--- src/rtl/div_pkg.sv ---
// Shared constants and types for the multi-cycle integer divider.
package div_pkg;

  localparam int DIV_WIDTH = 32;
  localparam int CNT_WIDTH = 5;

  typedef enum logic [1:0] {
    IDLE = 2'd0,
    CALC = 2'd1,
    FIX  = 2'd2
  } div_state_e;

  localparam logic [DIV_WIDTH-1:0] DIV_ZERO_QUOT = '1;

endpackage

--- src/rtl/div_step.sv ---
// One restoring shift-subtract step: shift in the next dividend bit, trial-subtract the divisor.
module div_step #(
  parameter int WIDTH = 32
) (
  input  logic [WIDTH-1:0] part_i,
  input  logic             bit_i,
  input  logic [WIDTH-1:0] divisor_i,
  output logic [WIDTH-1:0] part_o,
  output logic             qbit_o
);

  logic [WIDTH:0] shifted;
  logic [WIDTH:0] diff;
  logic           borrow;
  logic           unused_diff_msb;

  assign shifted = {part_i, bit_i};
  // The shifted value can reach 2*divisor-1, so the trial subtract needs WIDTH+1 bits plus a borrow.
  assign {borrow, diff} = {1'b0, shifted} - {2'b00, divisor_i};
  assign unused_diff_msb = diff[WIDTH];

  assign qbit_o = ~borrow;
  assign part_o = borrow ? shifted[WIDTH-1:0] : diff[WIDTH-1:0];

endmodule

--- src/rtl/div_unit.sv ---
// 32-bit restoring divider (DIV/DIVU), 34-cycle latency, 1 cycle for divide-by-zero.
// Signed operation is compiled in only when DIV_SIGNED_EN is defined.
module div_unit
  import div_pkg::*;
#(
  parameter int WIDTH = DIV_WIDTH
) (
  input  logic             clk,
  input  logic             rst_n,
  input  logic             start,
  input  logic             is_signed,
  input  logic [WIDTH-1:0] dividend,
  input  logic [WIDTH-1:0] divisor,
  input  logic             flush,
  output logic             busy,
  output logic             done,
  output logic [WIDTH-1:0] quotient,
  output logic [WIDTH-1:0] remainder,
  output logic             div_zero
);

  div_state_e           state_q, state_d;
  logic [CNT_WIDTH-1:0] cnt_q, cnt_d;
  logic [WIDTH-1:0]     dq_q, dq_d;
  logic [WIDTH-1:0]     part_q, part_d;
  logic [WIDTH-1:0]     dvsr_q, dvsr_d;
  logic [WIDTH-1:0]     quot_q, quot_d;
  logic [WIDTH-1:0]     rem_q, rem_d;
  logic                 q_neg_q, q_neg_d;
  logic                 r_neg_q, r_neg_d;
  logic                 dz_q, dz_d;
  logic                 done_q, done_d;

  logic                 signed_op;
  logic                 dd_neg, ds_neg;
  logic [WIDTH-1:0]     dd_mag, ds_mag;
  logic [WIDTH-1:0]     step_part;
  logic                 step_bit;

`ifdef DIV_SIGNED_EN
  assign signed_op = is_signed;
`else
  logic unused_is_signed;
  assign unused_is_signed = is_signed;
  assign signed_op        = 1'b0;
`endif

  assign dd_neg = signed_op & dividend[WIDTH-1];
  assign ds_neg = signed_op & divisor[WIDTH-1];
  assign dd_mag = dd_neg ? (~dividend + 1'b1) : dividend;
  assign ds_mag = ds_neg ? (~divisor + 1'b1) : divisor;

  div_step #(.WIDTH(WIDTH)) u_step (
    .part_i    (part_q),
    .bit_i     (dq_q[WIDTH-1]),
    .divisor_i (dvsr_q),
    .part_o    (step_part),
    .qbit_o    (step_bit)
  );

  always_comb begin
    state_d = state_q;
    cnt_d   = cnt_q;
    dq_d    = dq_q;
    part_d  = part_q;
    dvsr_d  = dvsr_q;
    quot_d  = quot_q;
    rem_d   = rem_q;
    q_neg_d = q_neg_q;
    r_neg_d = r_neg_q;
    dz_d    = dz_q;
    done_d  = 1'b0;
    case (state_q)
      IDLE: begin
        if (start && !flush) begin
          if (divisor == '0) begin
            quot_d = DIV_ZERO_QUOT;
            rem_d  = dividend;
            dz_d   = 1'b1;
            done_d = 1'b1;
          end else begin
            dq_d    = dd_mag;
            dvsr_d  = ds_mag;
            q_neg_d = dd_neg ^ ds_neg;
            r_neg_d = dd_neg;
            part_d  = '0;
            cnt_d   = CNT_WIDTH'(WIDTH - 1);
            state_d = CALC;
          end
        end
      end
      CALC: begin
        if (flush) begin
          state_d = IDLE;
        end else begin
          part_d = step_part;
          dq_d   = {dq_q[WIDTH-2:0], step_bit};
          if (cnt_q == '0) state_d = FIX;
          else             cnt_d   = cnt_q - 1'b1;
        end
      end
      FIX: begin
        if (flush) begin
          state_d = IDLE;
        end else begin
          // Sign flags are always zero in an unsigned-only build, so this is a plain register stage there.
          quot_d  = q_neg_q ? (~dq_q + 1'b1) : dq_q;
          rem_d   = r_neg_q ? (~part_q + 1'b1) : part_q;
          dz_d    = 1'b0;
          done_d  = 1'b1;
          state_d = IDLE;
        end
      end
      default: state_d = IDLE;
    endcase
  end

  always_ff @(posedge clk or negedge rst_n) begin
    if (!rst_n) begin
      state_q <= IDLE;
      cnt_q   <= '0;
      dq_q    <= '0;
      part_q  <= '0;
      dvsr_q  <= '0;
      quot_q  <= '0;
      rem_q   <= '0;
      q_neg_q <= 1'b0;
      r_neg_q <= 1'b0;
      dz_q    <= 1'b0;
      done_q  <= 1'b0;
    end else begin
      state_q <= state_d;
      cnt_q   <= cnt_d;
      dq_q    <= dq_d;
      part_q  <= part_d;
      dvsr_q  <= dvsr_d;
      quot_q  <= quot_d;
      rem_q   <= rem_d;
      q_neg_q <= q_neg_d;
      r_neg_q <= r_neg_d;
      dz_q    <= dz_d;
      done_q  <= done_d;
    end
  end

  assign busy      = (state_q != IDLE);
  assign done      = done_q;
  assign quotient  = quot_q;
  assign remainder = rem_q;
  assign div_zero  = dz_q;

endmodule
--- config.mk ---
export PLATFORM = sky130hd
export DESIGN_NAME = div_unit
export DESIGN_NICKNAME = d
export VERILOG_FILES = /design/src/rtl/div_pkg.sv /design/src/rtl/div_step.sv /design/src/rtl/div_unit.sv
export SDC_FILE = /design/constraint.sdc
export NUM_CORES = 1
export LEC_CHECK = 0
export CORE_UTILIZATION = 25
export CTS_CLUSTER_SIZE = 8
export DETAILED_ROUTE_END_ITERATION = 8
export GPL_TIMING_DRIVEN = 0
export PLACE_DENSITY = 0.5
export SLEW_MARGIN = 20
export SYNTH_ARGS = -nofsm -noshare
export SYNTH_HDL_FRONTEND = slang
export SYNTH_SLANG_ARGS = --single-unit
--- constraint.sdc ---
create_clock -name clk -period 4.45 [get_ports clk]
set_clock_uncertainty 0.15 [all_clocks]
set_input_delay 0.89 -clock clk [delete_from_list [all_inputs] [get_ports clk]]
set_output_delay 0.89 -clock clk [all_outputs]
set_load 0.005 [all_outputs]
==> flow_metrics.py, run 1 <==
metrics = {
    "finish": {
        "nets": 1208,
        "multi_input_area_sq_um": 4480,
        "final_layout_size_suffix_gt1_frac": 0.0734,
        "register_area_sq_um": 4230,
        "layout_common_cells": "169 x dfrtp_1, 139 x nand2_1, 133 x clkdlybuf4s50_1, 109 x o21ai_0, 86 x mux2i_1",
        "syn_to_final_growth_pct": 28.3,
        "n_antenna_cell": 0,
        "fillCellCount": 3699,
        "final_common_cell": "dfrtp_1",
        "final_core_util": 0.327,
    },
    "sta": {
        "grt_setup_unrepaired": "false",
        "fin_crit_ns": 4.05,
        "hold_violations": 0,
        "finalSetupViolCount": 0,
        "slew_violations": 0,
        "slew-limit-headroom": 0.455,
        "worst_slew_pin_slew_ns": 0.817,
        "timing.fmax_ghz": 0.247,
        "fin_crit_sh": 0.909,
    },
    "status": {
        "status": "finished with violations",
        "violations": "design-rule violations",
    },
    "cts": {
        "cts-hold-fix-buffers": 0,
        "numCtsBuffers": 17,
        "clk_pin_slew_ns": 0.08,
        "post-cts-setup-buffers": 0,
        "clock-sinks": 169,
        "cts_resized": 0,
        "insertion_delay_ns": 0.43,
        "h-tree-depth": 4,
        "cts_tree": "yes",
        "clk_path_buf_depth": 2,
        "cts-root-buf": "clkbuf_16",
    },
    "critical_path": {
        "cpMaxStageDelayCell": "clkbuf_1",
        "crit_fanout": 10,
        "cp_cell_sequence": "clkdlybuf4s50_1 > nor4_1 > nand4_1 > o2111ai_1 > clkbuf_1 > clkbuf_1 > mux2_2",
        "path_class": "input pin to flop",
        "r2r_cells": 12,
        "worst_path_largest_cell_delay_ns": 0.68,
        "cp-end-kind": "flop",
        "arrival_ns": 4.22,
        "cpMostUsedCell": "clkbuf_1",
        "cp.required_ns": 4.62,
        "cp-start-kind": "input pin",
    },
    "die": {
        "die-width_um": 193,
        "row_count": 69,
        "core-area_sq_um": 35700,
        "die_h_um": 193,
        "dieArea_sq_um": 37200,
        "start_util": 0.255,
        "io-pin-count": 136,
    },
    "routing": {
        "vias": 7284,
        "ant_nets": 0,
        "vias_per_cell": 4.62,
        "drtIter0Drc": 492,
        "drc_errors": 26,
        "routedWlPerCell_um": 17.4,
        "first_pass_iters": 7,
        "wl_mm": 27.4,
    },
    "grt": {
        "antenna_found_initial": 0,
        "grt_max_degree": 87,
        "grt_pass1_wl_mm": 42.3,
        "grt_pass1_vias": 7389,
        "grt_usage": 0.151,
        "grt_overflow": 0,
    },
    "power_and_ir_drop": {
        "vdd_drop_max_mv": 0.190,
        "totalPowerFinal_uw": 6190,
        "p_sw_uw": 2390,
        "clockPowerShare": 0.255,
        "pwr-share-seq": 0.350,
        "p_per_area_nw_per_um2": 530,
        "cellLeakagePower_uw": 0.00534,
        "intPower_uw": 3790,
        "swShare": 0.387,
        "comb_power_share": 0.394,
    },
    "logic_synthesis": {
        "async_flop_share": 1.00,
        "synthFlopType": "dfrtp_1",
        "synth_cell_types": 56,
        "synth_nets": 1054,
        "ys_seq_elements": 169,
        "ys_seq_area_frac": 0.465,
        "synth_edf_count": 0,
        "syn_avg_cell_area_sq_um": 9.58,
        "syn_area_sq_um": 9100,
        "synth_cells": 950,
        "yosysWarnings": 0,
    },
    "placed_design": {
        "port_buffers": 134,
        "gp_congestion": 0.838,
        "place_hpwl_mm": 21.7,
    },
    "job": {
        "max_cap_violations": 0,
    },
    "hold_path": {
        "hold_path.class": "input pin to asynchronous set/reset pin",
    },
}
[power by group through the flow]
stage / clock network (uW) / registers, uW / logic, uW
after detailed placement: 0 / 2200 / 2430
after global routing: 1670 / 2210 / 2720
final: 1580 / 2170 / 2440
after global placement: 0 / 2190 / 2410
after CTS: 1610 / 2170 / 2440
after floorplan: 0 / 2050 / 1830
[per-stage QoR]
stage,hold slack (ns),setup slack (ns),instance area (sq um),instances,setup TNS [ns]
after floorplan,0.322,1.35,9100,950,0
after global placement,0.316,-4.99,11000,1545,-841.77
after detailed placement,0.321,-0.172,11100,1546,-1.01
after CTS,0.332,0.279,11700,1578,0
after global routing,0.352,0.208,11700,1578,0
final,0.315,0.405,11700,1578,0
[cells in the mapped netlist (3+ instances only)]
master    number  share of area
o21a_1         4         0.0033
dfrtp_1      169           0.46
nand4_1        6         0.0041
buf_2          3         0.0016
mux2i_1       86          0.095
nor2b_1        6         0.0041
a32oi_1        5         0.0048
clkbuf_1      43          0.018
o211ai_1       8         0.0066
o21ai_0      109          0.060
buf_1          3         0.0012
nand2_1      139          0.057
nand3_1       16         0.0088
inv_1         46          0.019
nand2b_1       5         0.0034
nor2_1        51          0.021
mux2_2        32          0.040
xnor2_1       18          0.017
ha_1          34          0.047
a31oi_1        6         0.0041
nand4b_1       3         0.0029
xor2_1        12          0.012
nor3_1         6         0.0033
o31ai_1        3         0.0025
o21ai_1       34          0.019
and3_1         4         0.0027
nor4_1         8         0.0055
a21oi_1       37          0.020
a21o_1        15          0.012
and2_1         6         0.0041
[kinds of logic after synthesis]
kind of cell | after synthesis | share of synthesized area
AO/OA/AOI/OAI | 242 | 0.156
XOR/XNOR | 30 | 0.0289
adder cells (fa/ha/maj) | 35 | 0.0489
buffers and inverters | 98 | 0.0425
flip-flops | 169 | 0.465
multiplexers | 118 | 0.134
AND/OR/NAND/NOR | 258 | 0.124
[registers in the layout (all words and copies together) (netlist names)]
name	flops
div_zero	1
dq_q	32
done	1
quotient	32
cnt_q	5
part_q	32
state_q	2
dvsr_q	32
remainder	32
[critical path: cells and delay by family]
kind / cells / cell delay, ns
buffers and inverters: 3 / 1.64
AND/OR/NAND/NOR: 2 / 0.69
AO/OA/AOI/OAI: 1 / 0.57
multiplexers: 1 / 0.41
[per-layer routing]
layer  vias up  share of wire  GRT usage  wire (um)
li1       3637              -          -          -
met5         -              0          0          0
met4         0          0.013     0.0406        344
met1      3488           0.50      0.211      13700
met3        20          0.037     0.0247       1000
met2       139           0.45      0.239      12300
[final timing paths]
| path | slack, ns | end | from |
|---|---|---|---|
| max | 0.40 | dvsr_q[30]$_DFFE_PN0P_ | divisor[9] |
| min | 0.31 | quotient[26]$_DFFE_PN0P_ | rst_n |
| max reg2reg | 0.97 | part_q[30]$_DFFE_PN0P_ | dq_q[31]$_DFFE_PN0P_ |
| min reg2reg | 0.33 | quotient[17]$_DFFE_PN0P_ | quotient[17]$_DFFE_PN0P_ |
| max in group asynchronous | 2.95 | part_q[11]$_DFFE_PN0P_ | rst_n |
| min in group clk | 0.33 | quotient[17]$_DFFE_PN0P_ | quotient[17]$_DFFE_PN0P_ |
[layout make-up]
cell class / count / share of cell area
Inverter: 47 / 0.0151
Clock inverter: 14 / 0.0155
Buffer: 51 / 0.0180
Clock buffer: 18 / 0.0376
Timing Repair Buffer: 135 / 0.118
Sequential cell: 169 / 0.362
Multi-Input combinational cell: 683 / 0.384
Tap cell: 461 / 0.0494
Note: power is estimated with default switching activity, not from simulation.
==> run 2: changes to the inputs <==
==> constraint.sdc (replaced) <==
create_clock -name clk -period 4.45 [get_ports clk]
set_clock_uncertainty 0.15 [all_clocks]
set_input_delay 0.89 -clock clk [delete_from_list [all_inputs] [get_ports clk]]
set_output_delay 0.89 -clock clk [all_outputs]
set_load 0.1 [all_outputs]
==> results of run 2 <==
Same layout as run 1 (identical final DEF). Status: finished with violations: design-rule violations.
Main changes from that run: total power 6190 uW -> 6410 uW
